--- src/rtl/flag_update_unit.sv ---
// Flag commit stage for the 3-bit {Z,V,N} flag register: one registered commit
// stage, a shadow copy of committed flags, and forwarded branch resolution.
module flag_update_unit #(
    parameter bit          FWD_EX = 1'b1,
    parameter int unsigned OPC_W  = 4
) (
    input  logic             clk,
    input  logic             rst,
    input  logic             ex_valid,
    input  logic [OPC_W-1:0] ex_opcode,
    input  logic [2:0]       alu_flags,
    input  logic             stall,
    input  logic             flush,
    input  logic             br_valid,
    input  logic [2:0]       br_cond,
    output logic [2:0]       flag_d,
    output logic [2:0]       flag_we,
    output logic [2:0]       flags_cur,
    output logic             br_taken,
    output logic             halted
);

    localparam int unsigned FLG_W = 3;

    localparam logic [OPC_W-1:0] OP_ADD = OPC_W'(4'h0);
    localparam logic [OPC_W-1:0] OP_SUB = OPC_W'(4'h1);
    localparam logic [OPC_W-1:0] OP_XOR = OPC_W'(4'h2);
    localparam logic [OPC_W-1:0] OP_SLL = OPC_W'(4'h4);
    localparam logic [OPC_W-1:0] OP_SRA = OPC_W'(4'h5);
    localparam logic [OPC_W-1:0] OP_ROR = OPC_W'(4'h6);
    localparam logic [OPC_W-1:0] OP_HLT = OPC_W'(4'hF);

    typedef enum logic {
        S_RUN    = 1'b0,
        S_HALTED = 1'b1
    } state_t;

    state_t           r_state;
    state_t           w_state_nxt;
    logic             r_halted;
    logic             w_halted_nxt;
    logic             w_capture;
    logic [FLG_W-1:0] w_mask;
    logic [FLG_W-1:0] r_flag_d;
    logic [FLG_W-1:0] r_flag_we;
    logic [FLG_W-1:0] r_shadow;
    logic [FLG_W-1:0] w_fwd_ex;
    logic [FLG_W-1:0] w_committed_view;
    logic [FLG_W-1:0] w_flags_cur;
    logic             w_z;
    logic             w_v;
    logic             w_n;
    logic             w_cond;

    // Which flags the EX opcode is allowed to update
    always_comb begin
        w_mask = '0;
        case (ex_opcode)
            OP_ADD, OP_SUB:                 w_mask = 3'b111;
            OP_XOR, OP_SLL, OP_SRA, OP_ROR: w_mask = 3'b100;
            default:                        w_mask = '0;
        endcase
    end

    // State register
    always_ff @(posedge clk or negedge rst) begin
        if (!rst) begin
            r_state  <= S_RUN;
            r_halted <= 1'b0;
        end else begin
            r_state  <= w_state_nxt;
            r_halted <= w_halted_nxt;
        end
    end

    // Next-state, capture qualification and registered-halt input
    always_comb begin
        w_state_nxt  = r_state;
        w_capture    = 1'b0;
        w_halted_nxt = 1'b0;
        case (r_state)
            S_RUN: begin
                w_capture = ex_valid & ~stall & ~flush;
                if (w_capture && (ex_opcode == OP_HLT)) begin
                    w_state_nxt  = S_HALTED;
                    w_halted_nxt = 1'b1;
                end
            end
            S_HALTED: begin
                w_halted_nxt = 1'b1;
            end
            default: begin
                w_state_nxt = S_RUN;
            end
        endcase
    end

    // Pending stage; a bubble clears the enables so flag_we is pend_valid-qualified
    always_ff @(posedge clk or negedge rst) begin
        if (!rst) begin
            r_flag_d  <= '0;
            r_flag_we <= '0;
            r_shadow  <= '0;
        end else begin
            r_shadow  <= (r_shadow & ~r_flag_we) | (r_flag_d & r_flag_we);
            r_flag_we <= w_capture ? w_mask : '0;
            if (w_capture) begin
                r_flag_d <= alu_flags;
            end
        end
    end

    // Forwarding priority: EX (optional), then pending commit, then shadow
    always_comb begin
        w_fwd_ex         = (FWD_EX && w_capture) ? w_mask : '0;
        w_committed_view = (r_flag_d & r_flag_we) | (r_shadow & ~r_flag_we);
        w_flags_cur      = (alu_flags & w_fwd_ex) | (w_committed_view & ~w_fwd_ex);
    end

    assign w_z = w_flags_cur[2];
    assign w_v = w_flags_cur[1];
    assign w_n = w_flags_cur[0];

    always_comb begin
        w_cond = 1'b0;
        case (br_cond)
            3'b000:  w_cond = ~w_z;
            3'b001:  w_cond = w_z;
            3'b010:  w_cond = ~w_z & ~w_n;
            3'b011:  w_cond = w_n;
            3'b100:  w_cond = w_z | (~w_z & ~w_n);
            3'b101:  w_cond = w_n | w_z;
            3'b110:  w_cond = w_v;
            default: w_cond = 1'b1;
        endcase
    end

    assign flag_d    = r_flag_d;
    assign flag_we   = r_flag_we;
    assign flags_cur = w_flags_cur;
    assign br_taken  = br_valid & w_cond;
    assign halted    = r_halted;

endmodule

--- config.mk ---
export PLATFORM = sky130hd
export DESIGN_NAME = flag_update_unit
export DESIGN_NICKNAME = d
export VERILOG_FILES = /design/src/rtl/flag_update_unit.sv
export SDC_FILE = /design/constraint.sdc
export NUM_CORES = 1
export LEC_CHECK = 0
export CAP_MARGIN = 5
export CORE_MARGIN = 2
export CORE_UTILIZATION = 35
export DETAILED_ROUTE_END_ITERATION = 6
export GPL_TIMING_DRIVEN = 0
export PLACE_DENSITY = 0.71
export SLEW_MARGIN = 20
export SYNTH_ARGS = -nofsm -noshare
export SYNTH_HDL_FRONTEND = slang
export SYNTH_SLANG_ARGS = --single-unit
--- constraint.sdc ---
create_clock -name clk -period 5.3 [get_ports clk]
set_clock_uncertainty 0.1 [all_clocks]
set_input_delay 1.06 -clock clk [delete_from_list [all_inputs] [get_ports clk]]
set_output_delay 1.06 -clock clk [all_outputs]
set_load 0.05 [all_outputs]
==> results of run 1 <==
layout make-up:
cell class | count | area, um2
fillers | 140 | 626
flip-flops and latches | 9 | 225
plain buffers | 1 | 7.51
well taps | 16 | 20.0
clock buffers | 4 | 26.3
repair buffers | 26 | 260
multi-input cells | 40 | 288
inverters | 5 | 18.8
worst paths after layout:
check,startpoint,end,slack [ns],cells past startpoint
worst max-delay path,stall,br_taken,0.53,7
worst min-delay path,r_shadow[0],r_shadow[0],0.40,1
worst max register to register,halted,flag_we[2],4.00,3
worst min register to register,r_shadow[0],r_shadow[0],0.40,1
max in group asynchronous,rst,r_shadow[2],3.83,1
min in group asynchronous,rst,flag_d[0],0.99,1
through the flow:
step	instance area (um2)	setup WS (ns)	hold slack [ns]
3_3_place_gp	820	0.551	0.377
6_report	846	0.528	0.402
5_1_grt	846	0.354	0.421
2_1_floorplan	539	0.917	0.368
3_5_place_dp	820	0.507	0.389
4_1_cts	846	0.506	0.402
cells by family (layout without fill, tap and decap cells):
| kind of cell | Yosys count | in the layout |
|---|---|---|
| and+or+nand+nor | 22 | 22 |
| xor gates and xnor gates | 1 | 1 |
| buffers and inverters | 6 | 36 |
| AOI/OAI and AO/OA | 12 | 12 |
| muxes | 5 | 5 |
| DFF | 9 | 9 |
synth_stat cells, drive strengths merged, types with 2 or more instances:
cell type  count
a21o           2
a21oi          2
and2           3
dfrtp          9
inv            5
mux2           4
nand2         11
nor3           3
o21ai          2
power by group:
part	switching (W)	leakage (nW)	internal [W]
Combinational	0.0000716	0.254	0.0000475
Clock	0.0000215	0.0150	0.0000289
Sequential	0.00000659	0.117	0.0000794
Total	0.0000998	0.386	0.000156
state kept, by name (all words and copies together) (netlist names):
name and flops:
flag_we 2, halted 1, flag_d 3, r_shadow 3
routing by layer:
| metal | part of all wire, % | GRT usage (%) | routed length [um] |
|---|---|---|---|
| met1 | 46 | 18.2 | 534 |
| met2 | 48 | 22.4 | 555 |
| met3 | 3.4 | 1.28 | 39 |
| met4 | 1.7 | 10.9 | 19 |
| met5 | 0 | 0 | 0 |
cell usage in the layout, fill, tap and decap left out:
cell / count
sky130_fd_sc_hd__a211o_1: 1
sky130_fd_sc_hd__a21o_1: 1
sky130_fd_sc_hd__a21o_2: 1
sky130_fd_sc_hd__a21oi_1: 1
sky130_fd_sc_hd__a21oi_2: 1
sky130_fd_sc_hd__a22oi_1: 1
sky130_fd_sc_hd__a311oi_2: 1
sky130_fd_sc_hd__a31oi_1: 1
sky130_fd_sc_hd__and2_1: 2
sky130_fd_sc_hd__and2_2: 1
sky130_fd_sc_hd__and4_1: 1
sky130_fd_sc_hd__buf_4: 1
sky130_fd_sc_hd__clkbuf_1: 1
sky130_fd_sc_hd__clkbuf_4: 3
sky130_fd_sc_hd__clkdlybuf4s50_1: 26
sky130_fd_sc_hd__dfrtp_1: 9
sky130_fd_sc_hd__inv_1: 5
sky130_fd_sc_hd__mux2_2: 4
sky130_fd_sc_hd__mux2i_1: 1
sky130_fd_sc_hd__nand2_1: 11
sky130_fd_sc_hd__nand2b_1: 1
sky130_fd_sc_hd__nor3_1: 3
sky130_fd_sc_hd__nor3b_1: 1
sky130_fd_sc_hd__nor4_1: 1
sky130_fd_sc_hd__nor4b_4: 1
sky130_fd_sc_hd__o21ai_0: 1
sky130_fd_sc_hd__o21ai_1: 1
sky130_fd_sc_hd__o311ai_1: 1
sky130_fd_sc_hd__o32ai_1: 1
sky130_fd_sc_hd__xnor2_1: 1
==> metrics list, run 1 <==
- The run finished with clean final reports.
* Slew HR: 66.6%
- Among the stages of the critical path, the cell type that occurs most often is sky130_fd_sc_hd__clkdlybuf4s50_1.
* Port Buffer Count: 26
- Chip Height: 43.3 um
* Site row count: 14
- At the later pin of the worst-skew pair, clock insertion delay measures 0.25 ns.
- Number of search-and-repair iterations in the first detailed-routing pass: 4
- In the synthesized netlist, mux cells make up 10.2% of the area.
* Number of instances in the synthesized netlist: 55
- For this run, asynchronously set or reset flops after synthesis account for 100%.
- The via count of the first global-routing pass is 476.
- Of all nets on the critical path, the largest fanout is 8.
* Leakage dissipation: 0.386 nW
* Number of buffers inserted for hold repair after clock tree synthesis: 0
* Cells resized by post-CTS repair: 0
- For the worst setup path, the data arrival time is 3.61 ns.
- 0 antenna diodes ended up in the layout.
- For this block, the routed nets add up to 1.15 mm of wire.
- Pin placement for this block handled 27 I/O pins.
- Synth top area share: 41.8%
* Simple-gate share of the synthesized area: 23.9%
* Initial core utilization: 36.6%
* Clock Tree Root: sky130_fd_sc_hd__clkbuf_4
- Layout cells sized above 1: 15.3%
- Routability-driven placement finished with a final weighted congestion of 0.866.
- The number of clock buffers added by TritonCTS is 3.
- At the pin with the least slew margin, the transition time is 0.499 ns.
- Number of nets in the layout: 102
- The detailed router finished its first iteration with 3 violations.
* Ys Warns: 0
* Launching element type of the critical path: input pin
- The detailed router placed 512 vias in this run.
* Area enclosed by the die boundary: 1870 um2
- Final antenna-violating net count: 0
- Clock-pin slew on the worst setup and hold paths: 0.06 ns
- The final-report max-slew violation count was 0.
- The first global-routing pass estimated 1.99 mm of wire.
- Counting along the longest clock path gives a buffer depth of 2.
- Xor and xnor fraction of the mapped netlist area: 1.62%
- Number of antenna violations at the first check in global routing: 0
- The path class of the tightest hold or removal check is flip-flop to flip-flop.
- Summing internal, switching and leakage power gives 0.000256 W.
- Final hold violation count: 0
* Net count after synthesis: 71
- Upper clock frequency limit: 210 MHz
* Number of buffers added for setup after CTS: 0
* Per-cell routed wire length: 11.4 um
* Max IR drop VDD: 0.104 mV
* Final TNS setup: 0 ns
* Number of enable flip-flop cells after synthesis: 0
- Layout area overhead: 56.8%
- The worst setup path is captured at an output port.
* Clock tree from TritonCTS: yes
- For this design the ratio of total power to cell area is 302 nW/um2.
* Cells after DPL: 97
- Syn Area/Cell: 9.80 um2
* RSZ-0062 raised after global routing: no
- For this run, design rule violations remaining after detail routing come to 0.
- Sink Count: 9
- By area, the combinational part of the netlist is dominated by simple AND/OR/NAND/NOR gates.
- After synthesis the netlist holds a flip-flop and latch count of 9.
- Synth Area in Compound Gates: 17.6%
* Final setup fails: 0
- Crit-path leading delay family: buffers and inverters
- Data required time of the critical path: 4.14 ns
* Core Region: 1470 um2
- The total overflow left after global routing is 0.
* Pin count of the biggest net entering global routing: 10
- Half-perimeter wire length after placement: 992 um
* Buffers & Inverters on Critical Path: 2
* Top cell type by total area after synthesis: sky130_fd_sc_hd__dfrtp_1
- Among all stages on the critical path, the largest delay is contributed by sky130_fd_sc_hd__clkdlybuf4s50_1.
- H-tree levels: 1
- After synthesis, the netlist uses 27 different library cells.
* Utilization after layout: 57.5%
* Post-route fraction of the period consumed by the critical path: 90.0%
* Cell types occupying the most area after synthesis: sky130_fd_sc_hd__dfrtp_1 42%, sky130_fd_sc_hd__mux2_2 8.4%, sky130_fd_sc_hd__nand2_1 7.7%
- The worst path needs 4.77 ns of the cycle, external delays included.
- Final cell count without fillers: 101
* Die X: 43.3 um
- Total global-route track usage: 14.4%
- After synthesis the cells add up to 539 um2.
- For this run, the slowest stage of the critical path takes 0.83 ns.
- Across the run, the number of max-cap violations was 0.
- The critical path in this run is classified as input pin to output port.
- Vias/cell: 5.07
- Fraction of the yosys area taken by sequential cells: 41.8%
* Main synth FF type: sky130_fd_sc_hd__dfrtp_1
* Adder and majority cell fraction of the synthesized area: 0%
* Cell-by-cell listing of the critical path: clkdlybuf4s50_1 > nor4b_4 > a21oi_2 > a311oi_2 > o32ai_1 > a22oi_1 > clkdlybuf4s50_1
No activity file was read; power rests on OpenSTA's default activity.
==> run 2: changes to the inputs <==
Settings changed: PLACE_DENSITY 0.71 to not set, PLACE_DENSITY_LB_ADDON set to 0.08.
==> metrics list, run 2 (synthesis gave the netlist of run 1 again) <==
- Outcome: finished clean
* Cell at the slowest stage of the critical path: sky130_fd_sc_hd__clkdlybuf4s50_1
- CTS built an H-tree with a depth of 1.
- Launching point of the worst reg2reg path: halted
- Core Region: 1470 um2
- The worst hold path terminates at flag_d[1].
* RSZ-0062 raised after global routing: no
- After the last flow step, the layout net total stands at 102.
* Weighted congestion reported at the end of routability-driven placement: 0.727
- In this design, the critical path's most frequently occurring cell is sky130_fd_sc_hd__clkdlybuf4s50_1.
* Number of buffers added for setup after CTS: 0
- The final-report max-slew violation count is 0.
- In the final routed layout, each cell accounts on average for 11.6 um.
- In this run, CTS created clock tree buffers numbering 3.
* Leakage dissipation: 0.386 nW
* Clock Tree Root: sky130_fd_sc_hd__clkbuf_4
- Worst EP arrival: 3.62 ns
* Layout cells sized above 1: 15.3%
- Slew HR: 67.0%
- Once the floorplan was initialized, standard cells occupied 36.6% of the core.
* Clock-pin slew on the worst setup and hold paths: 0.06 ns
- Vias/cell: 5.03
- Number of search-and-repair iterations in the first detailed-routing pass: 4
- The via count of the first global-routing pass was 514.
* Post-route fraction of the period consumed by the critical path: 90.2%
- Final routed DRC violation total: 0
* Number of buffers inserted for hold repair after clock tree synthesis: 0
* MaxCap Viol Count: 0
* Category of the worst setup path capture point: output port
- Pin count of the biggest net entering global routing: 10
* Most common library cell in the layout ignoring fill and taps: sky130_fd_sc_hd__clkdlybuf4s50_1
* Critical-path maximum fanout: 8
- STA puts the critical path data required time at 4.14 ns.
* Top-level port count: 27
- Port Buffer Count: 26
- Chip Height: 43.3 um
- The signal on the critical path passes through clkdlybuf4s50_1 > nor4b_4 > a21oi_2 > a311oi_2 > o32ai_1 > a22oi_1 > clkdlybuf4s50_1.
- The first global-routing pass estimated 2.06 mm of wire.
- At the pin with the least slew margin, the transition time is 0.493 ns.
- The startpoint identified for the worst hold timing path is flag_d[1].
- After legalization and detailed placement, the total HPWL measured 983 um.
* Area enclosed by the die boundary: 1870 um2
- The die is 43.3 um wide.
- Total inserted antenna cells: 0
- Counting cells, the worst reg-to-reg path comes to 3.
- Max IR drop VDD: 0.158 mV
- Cells resized by post-CTS repair: 0
* Detailed-route wire length: 1.17 mm
- Counting along the longest clock path gives a buffer depth of 2.
* Worst reg2reg path endpoint: flag_we[2]
- Cells after DPL: 97
- The later pin in the worst-skew pair is clocked with a latency of 0.26 ns.
- Global routing finished with a remaining overflow of 0.
- Final TNS setup: 0 ns
* Commonest cells after routing, fill and taps aside: 26 x sky130_fd_sc_hd__clkdlybuf4s50_1, 11 x sky130_fd_sc_hd__nand2_1, 9 x sky130_fd_sc_hd__dfrtp_1
* Hold depth: 2
- The setup path with the least slack is of type input pin to output port.
- Setup violations remaining at the end of the flow were counted as 0.
- The finished layout holds 101 standard cells, fillers aside.
* Power per standard cell area: 305 nW/um2
- The hold violation count in the final report is 0.
- The floorplan has 14 rows.
- Compared with the post-synthesis result, the final layout area differs by 56.8%.
* Worst hold path type: flip-flop to flip-flop
- Hold slack: 0.398 ns
- Drt first-iter violations: 7
- Sink Count: 9
- Clock tree from TritonCTS: yes
* Total global-route track usage: 15.1%
- For flop-to-flop paths, the worst setup slack is 4.00 ns.
- The worst setup path is launched from an input pin.
- The routed layout has 508 vias.
- Upper clock frequency limit: 209 MHz
- Once detail routing completed, the nets flagged for antenna violations numbered 0.
- Slowest Stage Delay on Critical Path: 0.83 ns
* Min cycle time layout: 4.78 ns
- Number of antenna violations at the first check in global routing: 0
run 2: cell counts in the layout (fill, tap and decap cells not counted):
Identical to the previous run, type by type.
run 2: per-stage QoR:
stage          instance area, um2  total power [W]  setup WS, ns  utilization [%]
2_1_floorplan                 539         0.000162         0.917                -
4_1_cts                       846         0.000261         0.519             57.5
3_5_place_dp                  820         0.000207         0.546             55.7
5_1_grt                       846         0.000271         0.381             57.5
3_3_place_gp                  820         0.000206         0.531             55.7
6_report                      846         0.000258         0.520             57.5
run 2: critical path: cells and delay by family:
| family | cells | cell delay, ns |
|---|---|---|
| buffers and inverters | 2 | 1.29 |
| AOI/OAI and AO/OA | 4 | 0.75 |
| and+or+nand+nor | 1 | 0.52 |
run 2: how the worst max path moves through the flow:
stage / start / endpoint / depth (start not counted)
final: stall / br_taken / 7
after global placement: stall / br_taken / 7
after floorplan: stall / br_taken / 4
after detailed placement: stall / br_taken / 7
after global routing: stall / br_taken / 7
after CTS: stall / br_taken / 7
run 2: layout make-up:
class | count | area [um2]
well taps | 16 | 20.0
flip-flops and latches | 9 | 225
fillers | 148 | 626
multi-input cells | 40 | 288
repair buffers | 26 | 260
clock buffers | 4 | 26.3
inverters | 5 | 18.8
plain buffers | 1 | 7.51
run 2: routing by layer:
layer	part of all wire, %	track usage [%]
met1	43	17.2
met5	0	0
met2	50	24.5
met4	2.5	10.9
met3	5.1	3.40
run 2: power by group:
part           switching, W  internal [W]
sequential       0.00000677     0.0000794
clock             0.0000236     0.0000290
combinational     0.0000716     0.0000475
==> run 3: changes to the inputs <==
Settings changed: GPL_TIMING_DRIVEN 0 to not set, TNS_END_PERCENT set to 30.
==> metrics list, run 3 (synthesis gave the netlist of run 1 again) <==
- Outcome: finished clean
* Final hold violation count: 0
- Net switching power figure: 0.000104 W
- In this run the critical register-to-register path is captured at flag_we[2].
* Port Buffer Count: 26
- In this run the number of H-tree levels came out at 1.
* Via count of the first global-routing pass: 505
- Number of antenna violations at the first check in global routing: 0
- Derived from the worst setup path, the maximum achievable clock frequency is 209 MHz.
- Start point of the worst hold path: flag_d[1]
- Across the run, the number of max-cap violations was 0.
- Switching power share of the total: 40.0%
- After the first detailed-routing iteration, the DRC count stood at 11.
* Number of buffers inserted for hold repair after clock tree synthesis: 0
* Clock tree from TritonCTS: yes
- Comb power frac: 46.5%
- The setup path with the least slack is of type input pin to output port.
* RSZ-0062 raised after global routing: no
- Clock latency reported for the late side of the worst-skew pair: 0.26 ns
* Sink Count: 9
- Measured along the x axis, the die boundary spans 43.3 um.
* Number of nets in the layout: 101
- Leakage dissipation: 0.381 nW
* Cts bufs inserted: 3
- Chip Height: 43.3 um
- Per-cell routed wire length: 12.6 um
* Slew HR: 66.8%
- Setup violations remaining at the end of the flow were counted as 0.
* Worst reg2reg path depth: 3
- Across the VDD grid, the largest voltage drop is 0.153 mV.
- Clock-pin slew on the worst setup and hold paths: 0.06 ns
- Layout cells sized above 1: 14.3%
* Number of search-and-repair iterations in the first detailed-routing pass: 4
* Global route total overflow: 0
- Detailed placement ended at an HPWL of 1.02 mm.
* Launching point of the worst reg2reg path: halted
- Multi-input combinational cell area: 288 um2
* Critical-path maximum fanout: 8
* Final TNS setup: 0 ns
- Weighted congestion reported at the end of routability-driven placement: 0.750
* Data required time of the critical path: 4.14 ns
- The die covers 1870 um2.
- Entering global routing, the biggest net connects 10 pins.
- Hold slack: 0.395 ns
- Worst hold path type: flip-flop to flip-flop
- Vias/cell: 5.28
- Start point of the critical path: stall
- Global routing used 16.1% of the available tracks across all layers.
* Number of buffers added for setup after CTS: 0
- The first global-routing pass estimated 2.18 mm of wire.
- Final routed DRC violation total: 0
* Commonest cells after routing, fill and taps aside: 26 x sky130_fd_sc_hd__clkdlybuf4s50_1, 11 x sky130_fd_sc_hd__nand2_1, 9 x sky130_fd_sc_hd__dfrtp_1
* Layout area overhead: 55.5%
* Min-Delay Endpoint: flag_d[1]
- For flop-to-flop paths, the worst setup slack is 3.98 ns.
- Total inserted antenna cells: 0
- Top-level port count: 27
- The routed layout has 528 vias.
- The layout has 143 filler cells.
- The worst hold path passes through 2 cells.
- The clock network burns 20.3% of the power.
- OpenSTA, run right after detailed placement, puts the worst setup slack at 0.554 ns.
- At the worst endpoint, the arrival time is 3.63 ns.
- In the post-route analysis, the smallest setup slack over all paths is 0.515 ns.
- Initial core utilization: 36.6%
- Sequential share of power: 33.2%
- Number of pins exceeding their max-slew limit in the final report: 0
* Post-route fraction of the period consumed by the critical path: 90.3%
- Cell-internal power: 0.000156 W
- STA classifies the critical path endpoint as an output port.
* Core Region: 1470 um2
- CTS placed an instance of sky130_fd_sc_hd__clkbuf_4 at the clock tree root.
* Cells resized by post-CTS repair: 0
- The library cell used most frequently in the layout, excluding fill and tap cells, is sky130_fd_sc_hd__clkdlybuf4s50_1.
* Site row count: 14
- The clock period could shrink to 4.79 ns.
* Final antenna-violating net count: 0
- Detailed-route wire length: 1.26 mm
- Buffer levels on the longest clock path: 2
* Power per standard cell area: 310 nW/um2
- Summing all flip-flop and latch instances after layout gives 225 um2.
- For the pin with the worst max-slew slack, the measured transition is 0.497 ns.
- The worst setup path is launched from an input pin.
[run 3: final cells by class]
cell class              count  area share, %
multi-input cells          40           34.3
clock buffers               4           3.13
inverters                   5           2.24
repair buffers             26           31.0
well taps                  16           2.39
flip-flops and latches      9           26.9
[run 3: worst max path at each step]
stage,to,cells past startpoint,slack (ns)
final,br_taken,7,0.51
after global routing,br_taken,7,0.36
after CTS,br_taken,7,0.53
after detailed placement,br_taken,7,0.55
after global placement,br_taken,7,0.60
after floorplan,br_taken,4,0.92
[run 3: stage by stage]
| stage | instance area, um2 | utilization [%] | instances | power (W) |
|---|---|---|---|---|
| finish | 838 | 57.0 | 100 | 0.000260 |
| global route | 838 | 57.0 | 100 | 0.000272 |
| CTS | 838 | 57.0 | 100 | 0.000262 |
| detailed placement | 812 | 55.2 | 96 | 0.000208 |
| global placement | 812 | 55.2 | 96 | 0.000206 |
| floorplan | 539 | - | 55 | 0.000162 |
[run 3: routing by layer]
| layer | wire length, um | vias to the layer above | GRT usage, % |
|---|---|---|---|
| li1 | - | 254 | - |
| met1 | 501 | 239 | 19.6 |
| met2 | 615 | 30 | 24.8 |
| met3 | 102 | 5 | 2.55 |
| met4 | 42 | 0 | 12.7 |
| met5 | 0 | - | 0 |
[run 3: critical path, cell delays in order]
cell                              delay [ns]
sky130_fd_sc_hd__clkdlybuf4s50_1        0.46
sky130_fd_sc_hd__nor4b_4                0.53
sky130_fd_sc_hd__a21oi_2                0.14
sky130_fd_sc_hd__a311oi_2               0.31
sky130_fd_sc_hd__o32ai_1                0.12
sky130_fd_sc_hd__a22oi_1                0.18
sky130_fd_sc_hd__clkdlybuf4s50_1        0.83
[run 3: power groups by stage]
| stage | clock network (W) | registers, W | logic [W] |
|---|---|---|---|
| floorplan | 0 | 0.000105 | 0.0000566 |
| global placement | 0 | 0.0000873 | 0.000119 |
| detailed placement | 0 | 0.0000876 | 0.000120 |
| CTS | 0.0000553 | 0.0000865 | 0.000121 |
| global route | 0.0000569 | 0.0000882 | 0.000127 |
| finish | 0.0000528 | 0.0000862 | 0.000121 |
